==> config.mk <==
export PLATFORM = sky130hd
export DESIGN_NAME = shift_sequencer
export DESIGN_NICKNAME = d
export VERILOG_FILES = /design/src/rtl/shift_seq_pkg.sv /design/src/rtl/shift_counter.sv /design/src/rtl/shift_sequencer.sv
export SDC_FILE = /design/constraint.sdc
export NUM_CORES = 1
export LEC_CHECK = 0
export CORE_MARGIN = 10
export CORE_UTILIZATION = 65
export CTS_BUF_LIST = sky130_fd_sc_hd__clkbuf_2 sky130_fd_sc_hd__clkbuf_4 sky130_fd_sc_hd__clkbuf_8
export CTS_CLUSTER_SIZE = 30
export DETAILED_ROUTE_END_ITERATION = 8
export DONT_BUFFER_PORTS = 1
export MAX_ROUTING_LAYER = met4
export PLACE_DENSITY = 0.78
export SKIP_CTS_REPAIR_TIMING = 1
export SYNTH_ARGS = -nofsm -noshare
export SYNTH_HDL_FRONTEND = slang
export SYNTH_HIERARCHICAL = 1
export SYNTH_SLANG_ARGS = --single-unit
==> constraint.sdc <==
create_clock -name clk -period 3.8 [get_ports clk]
set_clock_uncertainty 0.15 [all_clocks]
set_input_delay 0.38 -clock clk [delete_from_list [all_inputs] [get_ports clk]]
set_output_delay 0.38 -clock clk [all_outputs]
set_load 0.01 [all_outputs]
==> src/rtl/shift_seq_pkg.sv <==
// -----------------------------------------------------------------------------
// shift_seq_pkg
//   Shared encodings for the shift sequencer: the shifter control codes, the
//   MIPS shift operation codes and the sequencer FSM states.
//
//   Configuration macro: SHIFT_SEQ_ROTATE_EN
//     defined   -> op 11 is ROTR (rotate right by shamt)
//     undefined -> op 11 is a pass-through (result = operand, no shifting)
// -----------------------------------------------------------------------------
package shift_seq_pkg;

  localparam int SEQ_N_DEFAULT   = 32;
  localparam int SEQ_SHW_DEFAULT = 5;

  // Control codes understood by the external universal shifter.
  typedef enum logic [1:0] {
    CTRL_HOLD = 2'b00,
    CTRL_LOAD = 2'b01,
    CTRL_SHL  = 2'b10,
    CTRL_SHR  = 2'b11
  } sh_ctrl_e;

  // Shift operations presented by the ALU decode stage.
  typedef enum logic [1:0] {
    OP_SLL  = 2'b00,
    OP_SRL  = 2'b01,
    OP_SRA  = 2'b10,
    OP_ROTR = 2'b11
  } op_e;

  typedef enum logic [1:0] {
    ST_IDLE  = 2'b00,
    ST_LOAD  = 2'b01,
    ST_SHIFT = 2'b10,
    ST_DONE  = 2'b11
  } state_e;

  // True when the operation never enters SHIFT: without rotate support op 11
  // degenerates to a pass-through of the loaded operand.
  function automatic logic op_skips_shift(input op_e op);
`ifdef SHIFT_SEQ_ROTATE_EN
    op_skips_shift = 1'b0;
`else
    op_skips_shift = (op == OP_ROTR);
`endif
  endfunction

endpackage : shift_seq_pkg

==> src/rtl/shift_counter.sv <==
// -----------------------------------------------------------------------------
// shift_counter
//   SHW-bit loadable down-counter that tracks the remaining serial shifts.
//
//   Ports:
//     clk       in   clock, rising edge
//     rst       in   asynchronous active-high reset (count -> 0)
//     load      in   load load_val (has priority over dec)
//     dec       in   decrement by one
//     load_val  in   SHW  value to load
//     cnt       out  SHW  current count
//     last      out  high when cnt == 1, i.e. the current edge is the last shift
// -----------------------------------------------------------------------------
module shift_counter #(
  parameter int SHW = 5
) (
  input  logic           clk,
  input  logic           rst,
  input  logic           load,
  input  logic           dec,
  input  logic [SHW-1:0] load_val,
  output logic [SHW-1:0] cnt,
  output logic           last
);

  localparam logic [SHW-1:0] ONE = {{(SHW-1){1'b0}}, 1'b1};

  // NOTE: clocked state is always assigned with <= so every register samples
  // the pre-edge values of its neighbours, independent of statement order.
  always_ff @(posedge clk or posedge rst) begin
    if (rst) begin
      cnt <= '0;
    end else if (load) begin
      cnt <= load_val;
    end else if (dec) begin
      cnt <= cnt - ONE;
    end
  end

  assign last = (cnt == ONE);

endmodule : shift_counter

==> src/rtl/shift_sequencer.sv <==
// -----------------------------------------------------------------------------
// shift_sequencer
//   Multi-cycle controller that executes MIPS SLL/SRL/SRA (and optionally
//   ROTR) on an external serial universal shifter. It parallel-loads the
//   operand, issues one serial shift per cycle for shamt cycles with the
//   proper fill bit, then presents the result with a one-cycle done pulse.
//
//   Timing: start in cycle 0 -> LOAD cycle 1 -> SHIFT cycles 2..shamt+1 ->
//   DONE cycle shamt+2 (shamt = 0 or pass-through: DONE in cycle 2).
//
//   Configuration macro: SHIFT_SEQ_ROTATE_EN (op 11 = ROTR when defined,
//   pass-through when undefined).
//
//   Ports:
//     clk           in   clock, rising edge
//     rst           in   asynchronous active-high reset (also resets shifter)
//     start         in   request strobe, sampled only in IDLE
//     op            in   2    00 SLL, 01 SRL, 10 SRA, 11 ROTR / pass-through
//     operand       in   N    value to shift, sampled with start
//     shamt         in   SHW  shift amount, sampled with start
//     busy          out  high whenever not IDLE
//     done          out  one-cycle pulse in DONE
//     result        out  N    shifted value (live in DONE, held otherwise)
//     sh_ctrl       out  2    shifter ctrl: 00 hold, 01 load, 10 shl, 11 shr
//     sh_data_in    out  N    shifter parallel input = captured operand
//     sh_serial_in  out  serial fill bit for the shifter
//     sh_data_out   in   N    shifter parallel output
// -----------------------------------------------------------------------------
module shift_sequencer
  import shift_seq_pkg::*;
#(
  parameter int N   = 32,
  parameter int SHW = 5
) (
  input  logic           clk,
  input  logic           rst,
  input  logic           start,
  input  logic [1:0]     op,
  input  logic [N-1:0]   operand,
  input  logic [SHW-1:0] shamt,
  output logic           busy,
  output logic           done,
  output logic [N-1:0]   result,
  output logic [1:0]     sh_ctrl,
  output logic [N-1:0]   sh_data_in,
  output logic           sh_serial_in,
  input  logic [N-1:0]   sh_data_out
);

  state_e         state_q, state_d;
  logic [N-1:0]   operand_q;
  op_e            op_q;
  logic [SHW-1:0] shamt_q;
  logic           sign_q;
  logic [N-1:0]   result_q;

  sh_ctrl_e       ctrl;
  logic           cnt_load;
  logic           cnt_dec;
  logic [SHW-1:0] cnt;
  logic           cnt_last;

  shift_counter #(.SHW(SHW)) u_counter (
    .clk      (clk),
    .rst      (rst),
    .load     (cnt_load),
    .dec      (cnt_dec),
    .load_val (shamt_q),
    .cnt      (cnt),
    .last     (cnt_last)
  );

  // Request capture and result hold. The request registers only change on an
  // accepted start, so later input activity cannot disturb a running op.
  always_ff @(posedge clk or posedge rst) begin
    if (rst) begin
      state_q   <= ST_IDLE;
      operand_q <= '0;
      op_q      <= OP_SLL;
      shamt_q   <= '0;
      sign_q    <= 1'b0;
      result_q  <= '0;
    end else begin
      state_q <= state_d;
      if (state_q == ST_IDLE && start) begin
        operand_q <= operand;
        op_q      <= op_e'(op);
        shamt_q   <= shamt;
        sign_q    <= operand[N-1];
      end
      if (state_q == ST_DONE) begin
        result_q <= sh_data_out;
      end
    end
  end

  // NOTE: every signal written here gets a default first, so no path through
  // the case leaves one unassigned and no latch is inferred.
  always_comb begin
    state_d  = state_q;
    ctrl     = CTRL_HOLD;
    cnt_load = 1'b0;
    cnt_dec  = 1'b0;
    done     = 1'b0;
    unique case (state_q)
      ST_IDLE: begin
        if (start) state_d = ST_LOAD;
      end
      ST_LOAD: begin
        ctrl     = CTRL_LOAD;
        cnt_load = 1'b1;
        state_d  = (shamt_q == '0 || op_skips_shift(op_q)) ? ST_DONE : ST_SHIFT;
      end
      ST_SHIFT: begin
        ctrl    = (op_q == OP_SLL) ? CTRL_SHL : CTRL_SHR;
        cnt_dec = 1'b1;
        // cnt == 1 means this edge performs the final shift.
        if (cnt_last) state_d = ST_DONE;
      end
      ST_DONE: begin
        done    = 1'b1;
        state_d = ST_IDLE;
      end
      default: state_d = ST_IDLE;
    endcase
  end

  // Fill bit entering at the vacated end of the shifter.
  always_comb begin
    sh_serial_in = 1'b0;
    unique case (op_q)
      OP_SLL:  sh_serial_in = 1'b0;
      OP_SRL:  sh_serial_in = 1'b0;
      OP_SRA:  sh_serial_in = sign_q;
`ifdef SHIFT_SEQ_ROTATE_EN
      OP_ROTR: sh_serial_in = sh_data_out[0];
`else
      OP_ROTR: sh_serial_in = 1'b0;
`endif
      default: sh_serial_in = 1'b0;
    endcase
  end

  assign busy       = (state_q != ST_IDLE);
  assign sh_ctrl    = ctrl;
  assign sh_data_in = operand_q;
  // In DONE the shifter already holds the final value, so it is forwarded
  // directly rather than waiting a cycle for result_q.
  assign result     = (state_q == ST_DONE) ? sh_data_out : result_q;

endmodule : shift_sequencer
==> results of run 1 <==
logic make-up (layout without fill, tap and decap cells):
kind of cell | Yosys count | after routing | synth area share (%)
DFF | 78 | 78 | 60.47
and+or+nand+nor | 16 | 16 | 3.333
xor gates and xnor gates | 4 | 4 | 1.085
muxes | 72 | 72 | 26.28
buffers and inverters | 20 | 29 | 3.334
adders and majority gates | 8 | 8 | 3.101
AOI/OAI and AO/OA | 13 | 13 | 2.403
where the power goes:
part	switching, uW	internal (uW)
combinational	612	591
clock	287	253
sequential	363	1260
worst reg2reg max path: cells and delay by family, from the launching register on:
kind | cells | cell delay [ns]
buffers and inverters | 1 | 0.12
and+or+nand+nor | 1 | 0.69
muxes | 1 | 0.45
DFF | 1 | 0.45
adders and majority gates | 1 | 0.24
synthesized netlist by cell type:
library cell | instances | area share [%]
a22oi_1 | 1 | 0.23
buf_6 | 2 | 0.70
buf_2 | 2 | 0.31
o21ai_0 | 8 | 1.2
mux2_2 | 60 | 21
xnor2_1 | 2 | 0.54
clkbuf_1 | 2 | 0.23
dfrtp_1 | 78 | 60
mux2_1 | 2 | 0.70
nor2b_1 | 2 | 0.39
nand2_1 | 7 | 0.81
xor2_1 | 2 | 0.54
and3b_1 | 1 | 0.27
nor4b_4 | 1 | 0.74
buf_4 | 4 | 0.93
mux2_4 | 10 | 4.7
inv_1 | 10 | 1.2
o31ai_1 | 1 | 0.23
a211o_1 | 1 | 0.27
a21oi_1 | 1 | 0.15
nor2_1 | 1 | 0.12
nor4b_1 | 1 | 0.27
ha_1 | 8 | 3.1
and4bb_2 | 1 | 0.39
nand2b_1 | 1 | 0.19
o311ai_0 | 1 | 0.27
nor3_1 | 1 | 0.15
stage by stage:
stage               cell area (um2)  instances
global route                   3443        287
global placement               3259        270
finish                         3443        287
CTS                            3433        286
floorplan                      3228        211
detailed placement             3259        270
sequential cells by signal, summed over array words and instances (netlist names):
name           count
sh_data_in        32
result_q          32
state_q            2
shamt_q            5
u_counter/cnt      5
op_q               2
worst max path at each step:
stage                                           end                    from  depth (start not counted)  slack [ns]
after floorplan                 op_q[0]$_DFFE_PP0P_                     rst                          1        1.42
after global placement    sh_data_in[9]$_DFFE_PP0P_  state_q[0]$_DFFE_PP0P_                          4        1.72
after detailed placement  sh_data_in[6]$_DFFE_PP0P_  state_q[1]$_DFFE_PP0P_                          4        1.59
after CTS                                 result[0]  state_q[1]$_DFFE_PP0P_                          3        1.45
after global routing                     result[18]  state_q[1]$_DFFE_PP0P_                          3        1.37
final                                     result[4]  state_q[1]$_DFFE_PP0P_                          3        1.47
cells in the final DEF (no fill, tap or decap), types with 2 or more instances in the layout:
| cell type | synthesis | routed |
|---|---|---|
| nand2_1 | 7 | 6 |
| clkinv_2 | 0 | 2 |
| xor2_1 | 2 | 2 |
| mux2_1 | 2 | 2 |
| inv_1 | 10 | 9 |
| clkbuf_8 | 0 | 9 |
| o21ai_0 | 8 | 8 |
| xnor2_1 | 2 | 2 |
| mux2_4 | 10 | 10 |
| dfrtp_1 | 78 | 78 |
| buf_4 | 4 | 2 |
| mux2_2 | 60 | 60 |
| clkbuf_4 | 0 | 2 |
| ha_1 | 8 | 8 |
| nor2b_1 | 2 | 2 |
area by class of cell:
cell class	instances	area (um2)
Timing Repair Buffer	3	25.02
Sequential cell	78	1952
Clock buffer	11	138.9
Clock inverter	5	35.03
Multi-Input combinational cell	113	1171
Fill cell	316	1311
Inverter	10	37.54
Tap cell	67	83.83
routing by layer:
layer / GRT usage [%] / vias up / routed length (um)
met3: 8.645 / 5 / 749
li1: - / 729 / -
met1: 18.69 / 829 / 2723
met4: 5.968 / 0 / 78
met5: - / - / 0
met2: 28.91 / 86 / 3651
==> flow_summary_export.csv, run 1 <==
group,metric,value,unit
drt,routed_wl,7.203,mm
cells_and_area,diodes,0,
critical_path,r2r_start,"state_q[1]$_DFFE_PP0P_",
cells_and_area,fin_util,72.42,%
clocking,clockBufferDepth,2,
clocking,clock_latency,0.33,ns
grt,grt_pass1_vias,1884,
floorplan,top_level_ports,143,
cells_and_area,nets,297,
critical_path,path_class,"reg -> out",
placement,hpwl,5.710,mm
placement,port_buffers,0,
yosys,syn_inst,211,
clocking,clockRootBuffer,"clkbuf_8",
critical_path,rr_endpoint,"sh_data_in[27]$_DFFE_PP0P_",
grt,antenna_found_initial,0,
timing,min_period,2.335,ns
power_and_ir_drop,p_leak,0.001532,uW
floorplan,die_x,90.47,um
yosys,ys_seq_elements,78,
critical_path,cp.arrival,1.80,ns
drt,drt_iter0_markers,61,
grt,overflow,0,
timing,slew_headroom,36.29,%
critical_path,max_stage_delay,0.45,ns
min_path,holdPathStages,1,
critical_path,cp-start-kind,"flip-flop",
yosys,syn_avg_cell_area,15.30,um2
yosys,syn-cell-area,3228,um2
timing,finalHoldViolCount,0,
critical_path,r2r_cells,4,
timing,tns,0,ns
min_path,hold_start,"operand[20]",
grt,grt_max_degree,40,
floorplan,start_util,67.89,%
timing,whs,0.03830,ns
critical_path,crit_path_top_delay_cell,"dfrtp_1",
power_and_ir_drop,total_power,3369,uW
yosys,ys_seq_area_share,60.47,%
timing,min_period_over_period,61.45,%
grt,track_usage,17.85,%
timing,tightest_slew,0.9522,ns
critical_path,crit_fanout,33,
clocking,clk_pin_slew,0.08,ns
timing,setup_viol,0,
clocking,cts_made_buffers,9,
cells_and_area,drive_above_1_share,41.82,%
drt,wire_per_inst,25.10,um
grt,grt_pass1_wl,10.99,mm
timing,finalMaxSlewViolations,0,
critical_path,end_kind,"output pin",
clocking,tritoncts,"done",
timing,rsz0062_at_grt,"no",
yosys,synth_cell_types,27,
clocking,htreeDepth,3,
critical_path,cp_data_required_time,3.27,ns
critical_path,path_delay_family,"flip-flops",
power_and_ir_drop,powerDensity,978.4,nW/um2
floorplan,dieArea,8185,um2
min_path,hp-class,"in -> reg",
job,maxCapViolations,0,
drt,avgViaCountPerCell,5.746,
drt,ant_nets,0,
timing,maxClockFrequency,428.3,MHz
run_status,outcome,"complete, no violations",
floorplan,num_rows,25,
timing,worst_slack,1.465,ns
drt,vias,1649,
cells_and_area,syn_to_final_growth,6.667,%
placement,place_congestion,0.7658,
clocking,cts_sinks,78,
critical_path,crit_chain,"ha_1 > buf_4 > mux2_2",
placement,post-place-ws,1.590,ns
drt,dr.pass1.iters,4,
yosys,syn_nets,293,
critical_path,worstPathBufferInverterCount,1,
yosys,yosys_warnings,6,
drt,drc,0,
floorplan,die_h,90.47,um
critical_path,reg2reg_slack,1.59,ns
min_path,holdPathEnd,"sh_data_in[20]$_DFFE_PP0P_",
power_and_ir_drop,ir_worst_vdd,0.5500,mV
floorplan,core-area,4755,um2
(Power assumes the default switching activity.)
==> run 2, diff against run 1 <==
--- a/config.mk
+++ b/config.mk
@@ -6,13 +6,13 @@
 export NUM_CORES = 1
 export LEC_CHECK = 0
 export CORE_MARGIN = 10
-export CORE_UTILIZATION = 65
+export CORE_UTILIZATION = 59
 export CTS_BUF_LIST = sky130_fd_sc_hd__clkbuf_2 sky130_fd_sc_hd__clkbuf_4 sky130_fd_sc_hd__clkbuf_8
 export CTS_CLUSTER_SIZE = 30
 export DETAILED_ROUTE_END_ITERATION = 8
 export DONT_BUFFER_PORTS = 1
 export MAX_ROUTING_LAYER = met4
-export PLACE_DENSITY = 0.78
+export PLACE_DENSITY = 0.75
 export SKIP_CTS_REPAIR_TIMING = 1
 export SYNTH_ARGS = -nofsm -noshare
 export SYNTH_HDL_FRONTEND = slang
==> constraint.sdc (replaced) <==
create_clock -name clk -period 2 [get_ports clk]
set_clock_uncertainty 0.15 [all_clocks]
set_input_delay 0.2 -clock clk [delete_from_list [all_inputs] [get_ports clk]]
set_output_delay 0.2 -clock clk [all_outputs]
set_load 0.01 [all_outputs]
==> run 2 against run 1 <==
Final cell count up 28%. Routed wire length up 20%. First-iteration DRC count up 100%. Critical path depth up 1. Register-to-register slack worse by 1.4 ns. Global-route usage down 0.44 points. Combinational power up 120%. Largest cell class unchanged.
==> flow_summary_export.csv, run 2 (synthesis results as in run 1) <==
group,metric,value,unit
run_status,outcome,"complete, no violations",
critical_path,path_delay_family,"compound AO/OA/AOI/OAI gates",
cells_and_area,multi_input_area,1182,um2
cells_and_area,nFillCells,250,
drt,ant_nets,0,
power_and_ir_drop,ir_worst_vdd,1.125,mV
grt,grt_max_degree,44,
timing,finalMaxSlewViolations,0,
critical_path,crit_path_top_delay_cell,"dfrtp_1",
cells_and_area,finalInstanceArea,4307,um2
critical_path,crit_chain,"inv_1 > ha_2 > o21ai_0 > a21oi_2",
timing,finalHoldViolCount,0,
timing,slew_headroom,55.19,%
critical_path,max_stage_delay,0.42,ns
clocking,htreeDepth,3,
placement,dp.cells,274,
drt,vias,1970,
drt,drt_iter0_markers,122,
cells_and_area,syn_to_final_growth,33.41,%
placement,port_buffers,0,
critical_path,end_kind,"output pin",
floorplan,die_x,93.97,um
clocking,clk_pin_slew,0.07,ns
critical_path,crit_fanout,8,
grt,antenna_found_initial,2,
clocking,clockBufferDepth,2,
power_and_ir_drop,p_leak,0.001874,uW
critical_path,path_class,"reg -> out",
floorplan,top_level_ports,143,
min_path,hp-class,"in -> reg",
placement,place_area,3312,um2
clocking,cts_sinks,78,
drt,avgViaCountPerCell,5.383,
drt,routed_wl,8.667,mm
cells_and_area,nets,371,
power_and_ir_drop,total_power,7019,uW
cells_and_area,mostFrequentLayoutCell,"dfrtp_1",
clocking,clock_latency,0.33,ns
timing,min_period,1.994,ns
floorplan,dieArea,8830,um2
placement,place_congestion,0.7920,
timing,maxClockFrequency,501.5,MHz
timing,setup_viol,0,
timing,min_period_over_period,99.71,%
timing,tns,0,ns
floorplan,die_h,93.97,um
grt,grt_pass1_vias,1978,
timing,rsz0062_at_grt,"yes",
cells_and_area,instances_no_fill,366,
job,maxCapViolations,0,
critical_path,cp.arrival,1.64,ns
timing,tightest_slew,0.6708,ns
power_and_ir_drop,powerDensity,1630,nW/um2
grt,track_usage,17.41,%
cells_and_area,final-seq-area,1953,um2
critical_path,worstPathBufferInverterCount,1,
drt,drc,0,
placement,hpwl,5.640,mm
drt,dr.pass1.iters,4,
grt,grt_pass1_wl,11.15,mm
cells_and_area,final_cell_mix,"dfrtp_1, dlygate4sd3_1, mux2_2",
cells_and_area,drive_above_1_share,34.69,%
critical_path,cp_data_required_time,1.65,ns
grt,overflow,0,
clocking,clockRootBuffer,"clkbuf_8",
critical_path,cp-start-kind,"flip-flop",
clocking,cts_made_buffers,9,
floorplan,core-area,5205,um2
drt,wire_per_inst,23.68,um
floorplan,start_util,62.02,%
floorplan,num_rows,26,
clocking,tritoncts,"done",
## run 2: changes by cell type in the layout (fill, tap and decap cells not counted), moves of 2 or more
cell	previous run	this run
diode_2	0	2
buf_12	0	3
clkbuf_8	9	13
clkinv_2	2	0
ha_1	8	5
ha_2	0	3
mux2_2	60	62
mux2_1	2	0
dlygate4sd3_1	1	72
## run 2: final timing paths
kind / cells past startpoint / from / endpoint / slack, ns
max: 4 / state_q[0]$_DFFE_PP0P_ / sh_ctrl[0] / 0.006
min: 2 / start / state_q[1]$_DFFE_PP0P_ / 0.07
max reg2reg: 5 / state_q[0]$_DFFE_PP0P_ / state_q[0]$_DFFE_PP0P_ / 0.18
min reg2reg: 2 / shamt_q[1]$_DFFE_PP0P_ / u_counter/cnt[1]$_DFFE_PP0P_ / 0.37
max in group asynchronous: 3 / rst / result_q[11]$_DFF_PP0_ / 0.77
min in group asynchronous: 2 / rst / u_counter/cnt[4]$_DFFE_PP0P_ / 0.13
## run 2: cell type report
type | count | share of cell area [%]
flip-flops and latches | 78 | 45.35
diodes | 2 | 0.1162
multi-input cells | 113 | 27.45
repair buffers | 77 | 18.88
clock buffers | 14 | 4.329
well taps | 70 | 2.034
inverters | 10 | 0.9587
clock inverters | 2 | 0.8716
## run 2: per-layer routing
| metal | GRT usage [%] | vias to the layer above | wire, um |
|---|---|---|---|
| met5 | - | - | 0 |
| met4 | 8.101 | 0 | 102 |
| met3 | 8.953 | 9 | 831 |
| met2 | 28.69 | 94 | 4820 |
| met1 | 16.59 | 983 | 2911 |
| li1 | - | 884 | - |
## run 2: worst register-to-register path, delay by kind of cell, from the launching register on
| family | cells | cell delay, ns |
|---|---|---|
| AOI/OAI and AO/OA | 2 | 0.33 |
| adders and majority gates | 1 | 0.28 |
| buffers and inverters | 1 | 0.17 |
| DFF | 1 | 0.42 |
| and+or+nand+nor | 1 | 0.31 |
## run 2: per-stage QoR
step / setup slack (ns) / hold WS (ns) / utilization [%]
CTS: -0.08833 / -0.5208 / 67.93
global placement: 0.3125 / -0.1560 / 63.63
floorplan: 0.2654 / -0.1715 / -
finish: 0.005868 / 0.06942 / 82.74
global route: -0.06130 / 0.08822 / 82.74
detailed placement: 0.1801 / -0.1467 / 63.63
## run 2: power by group
part / total [uW] / switching [uW] / leakage [uW] / internal [uW]
clock: 1270 / 538 / 0.000112 / 728
combinational: 2630 / 1290 / 0.000846 / 1330
sequential: 3130 / 726 / 0.000916 / 2400
total: 7020 / 2560 / 0.00187 / 4460
